<file path="src/rtl/cache_controller.sv">
`default_nettype none
// ---------------------------------------------------------------------------
// cache_controller : direct-mapped write-back cache sequencer (CPU <-> array <-> DDR)
// Optional macro CACHE_STATS_EN adds saturating hit/miss/writeback counters. Rev 1.0
// ---------------------------------------------------------------------------
module cache_controller #(
  parameter ADDR_WIDTH   = 28,
  parameter DATA_WIDTH   = 32,
  parameter BLOCK_SIZE   = 256,
  parameter OFFSET_WIDTH = 3,
  parameter INDEX_WIDTH  = 11,
  parameter TAG_WIDTH    = 14
) (
  input  logic                    clk,
  input  logic                    rst_n,
  input  logic                    cpu_req,
  input  logic                    cpu_we,
  input  logic [ADDR_WIDTH-1:0]   cpu_addr,
  input  logic [DATA_WIDTH-1:0]   cpu_wdata,
  output logic [DATA_WIDTH-1:0]   cpu_rdata,
  output logic                    cpu_ready,
  output logic                    busy,
  output logic [ADDR_WIDTH-1:0]   cache_addr,
  output logic [BLOCK_SIZE-1:0]   cache_data_write,
  output logic                    cache_dirty_write,
  output logic                    cache_write_en,
  input  logic [BLOCK_SIZE-1:0]   cache_data_read,
  input  logic                    cache_dirty_read,
  input  logic                    cache_hit,
  input  logic [TAG_WIDTH-1:0]    cache_replace_tag,
  output logic                    mem_req,
  output logic                    mem_we,
  output logic [ADDR_WIDTH-1:0]   mem_addr,
  output logic [BLOCK_SIZE-1:0]   mem_wdata,
  input  logic [BLOCK_SIZE-1:0]   mem_rdata,
  input  logic                    mem_ack
`ifdef CACHE_STATS_EN
  ,
  output logic [31:0]             hit_count,
  output logic [31:0]             miss_count,
  output logic [31:0]             writeback_count
`endif
);

  localparam int WORDS = BLOCK_SIZE / DATA_WIDTH;

  typedef enum logic [1:0] {IDLE, COMPARE, WRITEBACK, FILL} state_t;

  state_t                  state, state_next;
  logic [ADDR_WIDTH-1:0]   req_addr;
  logic                    req_we;
  logic [DATA_WIDTH-1:0]   req_wdata;
  logic [DATA_WIDTH-1:0]   hit_word;
  logic [BLOCK_SIZE-1:0]   merged_line;

  logic [OFFSET_WIDTH-1:0] offset;
  logic [INDEX_WIDTH-1:0]  index;
  logic [TAG_WIDTH-1:0]    tag;

  assign offset     = req_addr[OFFSET_WIDTH-1:0];
  assign index      = req_addr[OFFSET_WIDTH +: INDEX_WIDTH];
  assign tag        = req_addr[ADDR_WIDTH-1 -: TAG_WIDTH];
  assign cache_addr = req_addr;

  // Word selected for a load and the line with the store word merged in.
  always_comb begin
    hit_word    = '0;
    merged_line = cache_data_read;
    for (int w = 0; w < WORDS; w++) begin
      if (offset == OFFSET_WIDTH'(w)) begin
        hit_word = cache_data_read[w*DATA_WIDTH +: DATA_WIDTH];
        merged_line[w*DATA_WIDTH +: DATA_WIDTH] = req_wdata;
      end
    end
  end

  always_ff @(posedge clk) begin
    if (!rst_n) state <= IDLE;
    else        state <= state_next;
  end

  always_comb begin
    state_next        = state;
    busy              = (state != IDLE);
    mem_req           = 1'b0;
    mem_we            = 1'b0;
    mem_addr          = {tag, index, {OFFSET_WIDTH{1'b0}}};
    mem_wdata         = cache_data_read;
    cache_write_en    = 1'b0;
    cache_data_write  = merged_line;
    cache_dirty_write = 1'b1;
    case (state)
      IDLE: begin
        if (cpu_req && !cpu_ready) state_next = COMPARE;
      end
      COMPARE: begin
        if (cache_hit) begin
          cache_write_en = req_we;
          state_next     = IDLE;
        end else begin
          state_next = cache_dirty_read ? WRITEBACK : FILL;
        end
      end
      WRITEBACK: begin
        mem_req  = 1'b1;
        mem_we   = 1'b1;
        mem_addr = {cache_replace_tag, index, {OFFSET_WIDTH{1'b0}}};
        if (mem_ack) state_next = FILL;
      end
      FILL: begin
        mem_req = 1'b1;
        if (mem_ack) begin
          cache_write_en    = 1'b1;
          cache_data_write  = mem_rdata;
          cache_dirty_write = 1'b0;
          state_next        = COMPARE;
        end
      end
      default: state_next = IDLE;
    endcase
  end

  // Request latch and CPU response; a request is not re-latched while cpu_ready is high.
  always_ff @(posedge clk) begin
    if (!rst_n) begin
      req_addr  <= '0;
      req_we    <= 1'b0;
      req_wdata <= '0;
      cpu_rdata <= '0;
      cpu_ready <= 1'b0;
    end else begin
      cpu_ready <= 1'b0;
      if (state == IDLE && cpu_req && !cpu_ready) begin
        req_addr  <= cpu_addr;
        req_we    <= cpu_we;
        req_wdata <= cpu_wdata;
      end
      if (state == COMPARE && cache_hit) begin
        cpu_ready <= 1'b1;
        if (!req_we) cpu_rdata <= hit_word;
      end
    end
  end

`ifdef CACHE_STATS_EN
  logic after_fill;

  // The retried compare after a fill is part of the miss, not a separate hit.
  always_ff @(posedge clk) begin
    if (!rst_n) begin
      after_fill      <= 1'b0;
      hit_count       <= '0;
      miss_count      <= '0;
      writeback_count <= '0;
    end else begin
      after_fill <= (state == FILL);
      if (state == COMPARE && cache_hit && !after_fill && hit_count != 32'hFFFF_FFFF)
        hit_count <= hit_count + 32'd1;
      if (state == COMPARE && !cache_hit && miss_count != 32'hFFFF_FFFF)
        miss_count <= miss_count + 32'd1;
      if (state == WRITEBACK && mem_ack && writeback_count != 32'hFFFF_FFFF)
        writeback_count <= writeback_count + 32'd1;
    end
  end
`endif

endmodule
`default_nettype wire

</file>
<file path="config.mk">
export PLATFORM = sky130hd
export DESIGN_NAME = cache_controller
export DESIGN_NICKNAME = d
export VERILOG_FILES = /design/src/rtl/cache_controller.sv
export SDC_FILE = /design/constraint.sdc
export NUM_CORES = 1
export LEC_CHECK = 0
export CORE_AREA = 2 2 469 471
export CTS_CLUSTER_DIAMETER = 200
export DETAILED_ROUTE_END_ITERATION = 6
export DIE_AREA = 0 0 471 473
export MAX_ROUTING_LAYER = met4
export PLACE_DENSITY = 0.3
export SKIP_CTS_REPAIR_TIMING = 1
export SYNTH_ARGS = -nofsm -noshare
export SYNTH_HDL_FRONTEND = slang
export SYNTH_SLANG_ARGS = --single-unit
</file>
<file path="constraint.sdc">
create_clock -name clk -period 4.7 [get_ports clk]
set_clock_uncertainty 0.1 [all_clocks]
set_input_delay 0.94 -clock clk [delete_from_list [all_inputs] [get_ports clk]]
set_output_delay 0.94 -clock clk [all_outputs]
set_load 0.005 [all_outputs]
</file>
==> out/qor.tcl, run 1 <==
set qor(timing.reg2reg.setup_slack_ps) 1680
set qor(synth_flop_cell) {dfxtp_1}
set qor(detail_route.iter0.violations) 1227
set qor(total_power_mw) 5.04
set qor(die_width_um) 471
set qor(globalRoute.totalOverflow) 0
set qor(critPathLaunch) {cache_addr[0]}
set qor(synth-adder-area-share_pct) 0.366
set qor(synth-simple-area-share_pct) 15.5
set qor(hold-path-cell-count) 2
set qor(synth_seq_cells) 96
set qor(antenna_found_initial) 113
set qor(kind_of_start_point_of_the_critical_path) {register}
set qor(core_region_area_mm2) 0.218
set qor(vdd.ir_drop.worst_mv) 0.233
set qor(sequentialPowerShare_pct) 20.3
set qor(rr_startpoint) {cache_addr[1]}
set qor(r2r_cells) 6
set qor(peak_fanout_along_the_critical_path) 16
set qor(clock_power_share_pct) 19.9
set qor(fill_cells) 25300
set qor(route.detailed.vias_per_inst) 3.19
set qor(path_class) {reg2out}
set qor(most_common_library_cell_in_the_layout_ignoring_fill_and_taps) {clkdlybuf4s50_1}
set qor(grt_setup_unrepaired) {no}
set qor(initial_utilization_pct) 6.26
set qor(finalNetCount) 3345
set qor(stdcell_area_mm2) 0.0277
set qor(cap_viol_max_count) 0
set qor(timing_max_transition_violations_final) 0
set qor(finalSetupViolCount) 0
set qor(compound_gate_fraction_of_synth_area_pct) 21.4
set qor(worst_hold_margin_ps) 366
set qor(layout_cell_share_with_drive_strength_beyond_1_pct) 6.90
set qor(placement.setup.worst_slack_ps) 353
set qor(dp_hpwl_um) 163000
set qor(netSwitchingFraction_pct) 45.4
set qor(cts.htree.levels) 3
set qor(yosys.area_share.xor_xnor_pct) 0
set qor(place_area_mm2) 0.0273
set qor(cellPowerDensity_mw_per_mm2) 182
set qor(post_synth.cell_area_avg_um2) 7.15
set qor(postRouteAntennaNets) 0
set qor(worstMarginPinSlew_ps) 983
set qor(critical_path_end_type) {output pin}
set qor(mappedNetlistArea_mm2) 0.0137
set qor(floorplan.die_area_mm2) 0.223
set qor(timing_hold_violations_final) 0
set qor(hold_class) {reg2reg}
set qor(clock-root-buffer) {clkbuf_16}
set qor(cellInternalPower_mw) 2.75
set qor(ioPinCount) 1199
set qor(grt_first_pass_wirelength_um) 233000
set qor(finalCritPeriodShare_pct) 93.2
set qor(timing.fmax_mhz) 228
set qor(power_frac_comb_pct) 59.8
set qor(netSwitchingPower_mw) 2.29
set qor(layout_setup_ws_ps) 321
set qor(regToRegEndpoint) {cpu_rdata[22]}
set qor(worst_ep_required_time_ps) 3660
set qor(drc) 0
set qor(syn-instance-count) 1911
set qor(insertion_delay_ps) 470
set qor(seq_area_frac_synth_pct) 14.1
set qor(detail_route.wirelength_um) 191000
set qor(timing.hold.worst_endpoint) {req_wdata[31]}
set qor(mostFrequentLayoutCells) {clkdlybuf4s50_1 (1,165), nand2_1 (379), mux2i_1 (329), o21ai_0 (215), a21oi_1 (94)}
set qor(synth_enable_flop_cells) 0
set qor(area.growth.synth_to_final_pct) 103
set qor(via_count) 18200
set qor(finalCriticalPeriod_ps) 4380
set qor(synthMuxAreaShare_pct) 25.3
set qor(ctsLongestPathBuffers) 2
set qor(globalRouteTotalUtil_pct) 17.0
set qor(data_arrival_time_of_the_critical_path_ps) 3340
set qor(dominant_combinational_cell_family_by_area_after_synthesis) {multiplexers}
set qor(leakage_nw) 9.86
set qor(tns_ps) 0
set qor(synth.yosys.warnings) 0
set qor(floorplan.rows) 172
set qor(sink_count) 96
set qor(cts_tree) {done}
set qor(die_height_um) 473
set qor(buffer_ports.inserted) 1195
set qor(number_of_global_route_vias_before_repair) 18800
set qor(maxSlewHeadroom_pct) 32.6
set qor(synthArstFlopShare_pct) 0
set qor(hold_path.startpoint) {req_wdata[31]}
set qor(place_congestion) 0.879
set qor(run_status) {complete, no violations}
set qor(post_synth_num_cell_types) 42
set qor(clk_transition_reported_paths_ps) 110
set qor(cts_buffers) 9
set qor(route.detailed.wl_per_inst_um) 33.6
set qor(firstDrtPassIters) 5
set qor(grt_start_max_net_pins) 90
state kept, by name (all words and copies together), names as in the netlist:
| register | flops |
|---|---|
| cpu_rdata | 32 |
| req_wdata | 32 |
| cache_addr | 28 |
| state | 2 |
| cpu_ready | 1 |
| req_we | 1 |
synthesized netlist by cell type (4+ instances only):
cell type / n / area (um^2)
nand2_1: 379 / 1420
mux2i_1: 329 / 3290
buf_4: 290 / 2180
o21ai_0: 215 / 1080
dfxtp_1: 96 / 1920
a21oi_1: 94 / 470
clkbuf_1: 78 / 293
buf_2: 66 / 330
o21ai_1: 41 / 205
o221ai_1: 41 / 359
nand2b_1: 29 / 181
buf_6: 25 / 282
nand3b_1: 25 / 188
inv_1: 24 / 90.1
a211oi_1: 23 / 173
a22o_1: 23 / 201
o21a_1: 23 / 173
o22ai_1: 23 / 144
nor2_2: 19 / 119
mux2_2: 14 / 158
and3_1: 10 / 62.6
a221o_1: 9 / 90.1
nor2_1: 6 / 22.5
buf_1: 4 / 15.0
ha_1: 4 / 50.1
cell type report:
cell class | count | area (um^2) | area share (%)
repair buffers | 1287 | 13000 | 46.9
well taps | 2871 | 3590 | 13.0
multi-input cells | 1329 | 8620 | 31.1
flip-flops and latches | 96 | 1930 | 6.97
diodes | 69 | 173 | 0.623
clock buffers | 9 | 225 | 0.812
inverters | 25 | 96.3 | 0.347
clock inverters | 7 | 78.8 | 0.284
cells by family after synthesis:
logic type	after synthesis
AO/OA/AOI/OAI	496
buffers and inverters	488
AND/OR/NAND/NOR	483
multiplexers	343
flip-flops	96
adder cells (fa/ha/maj)	4
other	1
worst max path at each step:
stage                                       end  cells past startpoint  slack, ps
after floorplan           cache_data_write[100]                      8       1690
after global placement    cache_data_write[173]                      6        350
after detailed placement  cache_data_write[173]                      6        350
after CTS                  cache_data_write[77]                      7        190
after global routing       cache_data_write[77]                      7        190
final                      cache_data_write[77]                      7        320
critical path, cell delays in order (launching register included):
cell             delay, ps
dfxtp_4                450
buf_4                  250
nor2_4                 130
and2_4                 370
buf_4                  310
mux2i_1                100
o21ai_0                580
clkdlybuf4s50_1        640
power by group through the flow:
stage	combinational, mW	sequential, mW	clock (mW)
floorplan	1.03	0.933	0
global placement	3.10	1.04	0
detailed placement	3.08	1.04	0
CTS	3.10	1.03	1.11
global route	3.17	1.03	1.10
finish	3.01	1.02	1.00
routing by layer:
metal	share of wire (%)	global-route usage (%)	wire, um	vias up
met5	0	-	0	-
met4	1.3	2.62	2560	0
met3	10	7.37	19100	88
met2	48	28.1	91100	1073
met1	41	19.2	78600	8846
li1	-	-	-	8164
through the flow:
| stage | util, % | cells |
|---|---|---|
| 3_5_place_dp | 12.5 | 5608 |
| 5_1_grt | 12.7 | 5686 |
| 2_1_floorplan | - | 1913 |
| 6_report | 12.7 | 5693 |
| 3_3_place_gp | 12.5 | 5608 |
| 4_1_cts | 12.6 | 5624 |
(Power assumes the default switching activity.)
==> inputs of run 2 (changes only) <==
- REMOVE_ABC_BUFFERS: not set -> 1
==> run 2 against run 1 <==
  * Combinational power is essentially flat
  * Clock-buffer cell count grew 1
  * Sequential share of layout area is essentially flat
  * Cell area is essentially flat
  * The flow now finishes with violations (DRC)
  * Critical endpoint is now cache_data_write[5]
  * Routed wire length grew 9.5%
  * Non-clock buffer count shrank 33
  * Flip-flop and latch count is the same
==> out/qor.tcl, run 2 (synthesis gave the netlist of run 1 again) <==
set qor(insertion_delay_ps) 480
set qor(clock-root-buffer) {clkbuf_16}
set qor(grt_setup_unrepaired) {no}
set qor(globalRoute.totalOverflow) 0
set qor(finalNetCount) 3312
set qor(postRouteAntennaNets) 0
set qor(finalCritPeriodShare_pct) 95.4
set qor(area.growth.synth_to_final_pct) 103
set qor(cellPowerDensity_mw_per_mm2) 185
set qor(via_count) 18400
set qor(worstMarginPinSlew_ps) 1130
set qor(die_width_um) 471
set qor(antenna_found_initial) 175
set qor(rr_startpoint) {cache_addr[0]}
set qor(globalRouteTotalUtil_pct) 18.7
set qor(cap_viol_max_count) 0
set qor(timing.fmax_mhz) 223
set qor(worst_ep_required_time_ps) 3660
set qor(mostFrequentLayoutCells) {clkdlybuf4s50_1 (1,166), nand2_1 (379), mux2i_1 (329), o21ai_0 (215), a21oi_1 (94)}
set qor(ioPinCount) 1199
set qor(timing.reg2reg.setup_slack_ps) 1610
set qor(firstDrtPassIters) 7
set qor(place_area_mm2) 0.0271
set qor(initial_utilization_pct) 6.26
set qor(kind_of_start_point_of_the_critical_path) {input pin}
set qor(floorplan.die_area_mm2) 0.223
set qor(drc) 16
set qor(tns_ps) 0
set qor(layout_setup_ws_ps) 219
set qor(buffer_ports.inserted) 1195
set qor(layout_cell_share_with_drive_strength_beyond_1_pct) 5.74
set qor(detail_route.iter0.violations) 1061
set qor(timing.hold.worst_endpoint) {cache_addr[25]}
set qor(r2r_cells) 5
set qor(worst_hold_margin_ps) 380
set qor(leakage_nw) 9.74
set qor(critical_path_end_type) {output pin}
set qor(detail_route.wirelength_um) 209000
set qor(regToRegEndpoint) {cpu_rdata[31]}
set qor(core_region_area_mm2) 0.218
set qor(cts_tree) {done}
set qor(grt_start_max_net_pins) 143
set qor(timing_hold_violations_final) 0
set qor(failing_checks) {DRC}
set qor(hold_class) {reg2reg}
set qor(fill_cells) 25200
set qor(grt_first_pass_wirelength_um) 251000
set qor(die_height_um) 473
set qor(finalSetupViolCount) 0
set qor(most_common_library_cell_in_the_layout_ignoring_fill_and_taps) {clkdlybuf4s50_1}
set qor(cts.htree.levels) 3
set qor(run_status) {finished with violations}
set qor(data_arrival_time_of_the_critical_path_ps) 3440
set qor(stdcell_area_mm2) 0.0277
set qor(finalCriticalPeriod_ps) 4480
set qor(timing_max_transition_violations_final) 0
set qor(dp_hpwl_um) 177000
set qor(maxSlewHeadroom_pct) 24.6
set qor(placement.setup.worst_slack_ps) 161
set qor(vdd.ir_drop.worst_mv) 0.182
set qor(hold-path-cell-count) 2
set qor(route.detailed.wl_per_inst_um) 36.7
set qor(sink_count) 96
set qor(postLayoutCoreUtil_pct) 12.7
set qor(ctsLongestPathBuffers) 2
set qor(floorplan.rows) 172
set qor(clk_transition_reported_paths_ps) 100
set qor(route.detailed.vias_per_inst) 3.22
set qor(place_congestion) 0.902
set qor(number_of_global_route_vias_before_repair) 18500
set qor(hold_path.startpoint) {cache_addr[25]}
set qor(path_class) {in2out}
set qor(cts_buffers) 9
set qor(peak_fanout_along_the_critical_path) 142
==> run 2: cell count changes in the layout (fill, tap and decap cells not counted) <==
cell,previous run,this run
clkinv_8,2,0
clkdlybuf4s50_1,1165,1166
diode_2,69,115
buf_12,35,46
bufinv_16,0,1
clkinv_4,1,0
clkbuf_8,0,1
buf_6,0,1
buf_4,87,41
clkinv_2,0,1
==> run 2: worst max-delay path by stage <==
stage / slack [ps] / start / to / depth (start not counted)
floorplan: -5750 / mem_ack / cache_data_write[0] / 2
global placement: 180 / mem_ack / cache_data_write[101] / 5
detailed placement: 160 / mem_ack / cache_data_write[5] / 6
CTS: -110 / cache_addr[2] / cache_data_write[101] / 5
global route: 80 / cache_addr[0] / cache_data_write[236] / 6
finish: 220 / mem_ack / cache_data_write[5] / 6
==> run 2: metrics by stage <==
step / instances / power, mW
after floorplan: 1450 / 1.73
after global placement: 5575 / 4.17
after detailed placement: 5575 / 4.16
after CTS: 5591 / 5.33
after global routing: 5692 / 5.39
final: 5706 / 5.13
==> run 2: cell type report <==
| cell class | instances | area (um^2) | share of cell area [%] |
|---|---|---|---|
| Timing Repair Buffer | 1254 | 12900 | 46.5 |
| Multi-Input combinational cell | 1329 | 8620 | 31.1 |
| Tap cell | 2871 | 3590 | 12.9 |
| Sequential cell | 96 | 1930 | 6.97 |
| Antenna cell | 115 | 288 | 1.04 |
| Clock buffer | 10 | 239 | 0.861 |
| Inverter | 25 | 96.3 | 0.347 |
| Clock inverter | 6 | 72.6 | 0.262 |
==> run 2: routing by layer <==
layer / vias to the layer above / share of wire [%] / global-route usage (%)
met1: 8910 / 39 / 19.7
li1: 8172 / - / -
met2: 1171 / 46 / 29.9
met4: 0 / 2.1 / 3.90
met5: - / 0 / -
met3: 100 / 13 / 11.1
==> run 2: report_power, final <==
group          switching, mW  internal (mW)  leakage [nW]
sequential             0.149          0.882         0.787
combinational           1.55           1.48          8.80
clock                  0.622          0.440         0.157
==> run 2: critical path: stages <==
cell	delay (ps)
clkdlybuf4s50_1	490
and2_4	280
buf_12	470
nand2_1	220
o21ai_0	280
clkdlybuf4s50_1	650
==> patch: new RTL, config.mk and constraints of run 1 <==
The option `CACHE_STATS_EN` is turned on by a define.
--- a/src/rtl/cache_controller.sv
+++ b/src/rtl/cache_controller.sv
@@ -3,6 +3,8 @@
 // cache_controller : direct-mapped write-back cache sequencer (CPU <-> array <-> DDR)
 // Optional macro CACHE_STATS_EN adds saturating hit/miss/writeback counters. Rev 1.0
 // ---------------------------------------------------------------------------
+`define CACHE_STATS_EN
+
 module cache_controller #(
   parameter ADDR_WIDTH   = 28,
   parameter DATA_WIDTH   = 32,
New outputs: hit_count, miss_count and writeback_count. Check against the original RTL: not settled (the Yosys comparison gave no result); the edit may change what the design does.
==> patch against run 1 <==
- hold slack lost 0.0078 ns
- routed wire length grew 26%
- area after synthesis grew 30%
- power grew 36%
- sequential cell count grew 97
- utilization grew 2.6 points
- first-iteration DRC count grew 52%
- non-clock buffer count grew 85
- largest cell class unchanged
- final area grew 20%
- global-route usage grew 4.4 points
- worst setup slack lost 0.0040 ns
- die area is the same
- critical path depth is the same
==> patch: results (changes against run 1) <==
Clock network
  – Worst-Skew Late Latency: 0.56 ns (was 0.47 ns)
  – Sink Count: 193 (was 96)
  – Clk Tree Root Cell: clkbuf_16 (unchanged)
  – Clock Pin Slew Worst Setup and Hold Paths: 0.11 ns (about the same)
  – CTS Buf Count: 17 (was 9)
  – H-tree levels: 4 (was 3)
  – Maximum root-to-sink buffer count: 2 (unchanged)

Synth
  – Primary FF master, synth: dfxtp_1 (unchanged)
  – Top-count cell post-synth: nand2_1 (unchanged)
  – Syn. warnings: 0 (unchanged)
  – Commonest cells post-synth: nand2_1, o21ai_0, buf_4 (was nand2_1, mux2i_1, buf_4)
  – Post-synth cell types: 66 (was 42)
  – Largest cells by area after synthesis: dfxtp_1, mux2i_1, nand2_1, buf_4, o21ai_0 (was mux2i_1, buf_4, dfxtp_1, nand2_1, o21ai_0)
  – Synth async-reset ratio: 0 (unchanged)
  – Seq/Total Area, Yosys: 0.2175 (was 0.1407)
  – Mapped Cells: 2523 (was 1911)

Power
  – Static leakage: 11.03 nW (was 9.857 nW)
  – Peak VDD IR: 222.8 µV (was 232.9 µV)
  – Int Pwr: 3.979 mW (was 2.749 mW)

Setup path
  – WP data arrival: 3.34 ns (about the same)
  – Slowest CP cell: clkdlybuf4s50_1 (unchanged)
  – Critical Path Source: cache_addr[2] (was cache_addr[0])
  – Worst R2R Start: state[1] (was cache_addr[1])
  – R2r setup slk: 1.67 ns
  – Worst path max stage delay: 0.55 ns (was 0.64 ns)
  – Crit path max-delay family: buffers and inverters (unchanged)
  – R2R depth: 7 (was 6)
  – Crit Path Max Fanout: 13 (was 16)
  – Worst flop-to-flop path endpoint: miss_count[31] (was cpu_rdata[22])

STA
  – Worst Hold Slack: 0.3579 ns (was 0.3657 ns)
  – Worst-margin pin slew: 1.090 ns (was 0.9834 ns)
  – Crit path time final: 4.383 ns (was 4.379 ns)

Global route
  – Initial antenna violation count: 138 (was 113)
  – GRT Residual Overflow: 0 (unchanged)
  – First-pass GRT wire length: 294.1 mm (was 233.4 mm)
  – Vias in the first global route: 23150 (was 18790)
  – GRT Overall Usage: 0.2140 (was 0.1699)
  – Pin count of the biggest net entering global routing: 108 (was 90)

Layout
  – Layout cell share with drive strength beyond 1: 0.06364 (was 0.06902)
  – # fillers: 24980 (was 25270)
  – Nets: 4028 (was 3345)
  – Final Non-Filler Cells: 6377 (was 5693)

Run status
  – Status: finished clean (unchanged)

Drt
  – DR vias: 23800 (was 18170)
  – 1st-iter DRT viols: 1869 (was 1227)
  – Router iterations before antenna repair: 5 (unchanged)
  – Drt wl/cell: 37.78 µm (was 33.62 µm)

Placed design
  – Post-DP Area: 32560 µm² (was 27250 µm²)
  – Port bufs: 1291 (was 1195)
  – GPL Wtd Cong: 0.9526 (was 0.8792)
  – Placed cells: 6280 (was 5608)
  – Dpl ws: 0.4098 ns (was 0.3534 ns)
  – DP HPWL: 207.9 mm (was 163.3 mm)

Worst hold path
  – Hold Path Sink: cpu_rdata[14] (was req_wdata[31])
  – Hold path depth: 2 (unchanged)
  – Tightest Hold Check Type: reg2reg (unchanged)
  – HP Start: cpu_rdata[14] (was req_wdata[31])
patch: cells by family after synthesis:
family                     Yosys count  share of synthesized area
DFF                                193                     0.2175
muxes                              277                     0.1775
xor gates and xnor gates            15                   0.007396
buffers and inverters              507                     0.1680
other                                1                  0.0002111
AOI/OAI and AO/OA                  614                     0.1959
adders and majority gates            7                   0.004930
and+or+nand+nor                    909                     0.2286
patch: final cells by class:
cell class | instances | area (µm²) | share of cell area
Timing Repair Buffer | 1372 | 14010 | 0.4198
Multi-Input combinational cell | 1825 | 11000 | 0.3298
Sequential cell | 193 | 3875 | 0.1162
Tap cell | 2871 | 3592 | 0.1077
Clock buffer | 17 | 425.4 | 0.01275
Clock inverter | 15 | 210.2 | 0.006301
Antenna cell | 65 | 162.7 | 0.004876
Inverter | 19 | 85.08 | 0.002550
patch: power by group through the flow:
stage,clock (mW),sequential (mW),combinational [mW]
floorplan,0,1.78,0.980
global placement,0,1.89,3.21
detailed placement,0,1.89,3.20
CTS,1.99,1.85,3.21
global route,2.01,1.86,3.29
finish,1.84,1.85,3.15
patch: metal layers:
| metal | wire [µm] | track usage | vias up |
|---|---|---|---|
| met3 | 29620 | 0.1106 | 238 |
| li1 | - | - | 10460 |
| met1 | 89570 | 0.2246 | 11770 |
| met2 | 113000 | 0.3460 | 1342 |
| met4 | 8687 | 0.06896 | 0 |
| met5 | 0 | - | - |
patch: how the worst max path moves through the flow:
stage	cells past startpoint	end
2_1_floorplan	8	cache_data_write[221]
3_3_place_gp	7	cache_data_write[166]
3_5_place_dp	7	cache_data_write[166]
4_1_cts	7	cache_data_write[154]
5_1_grt	7	cache_data_write[154]
6_report	7	cache_data_write[146]
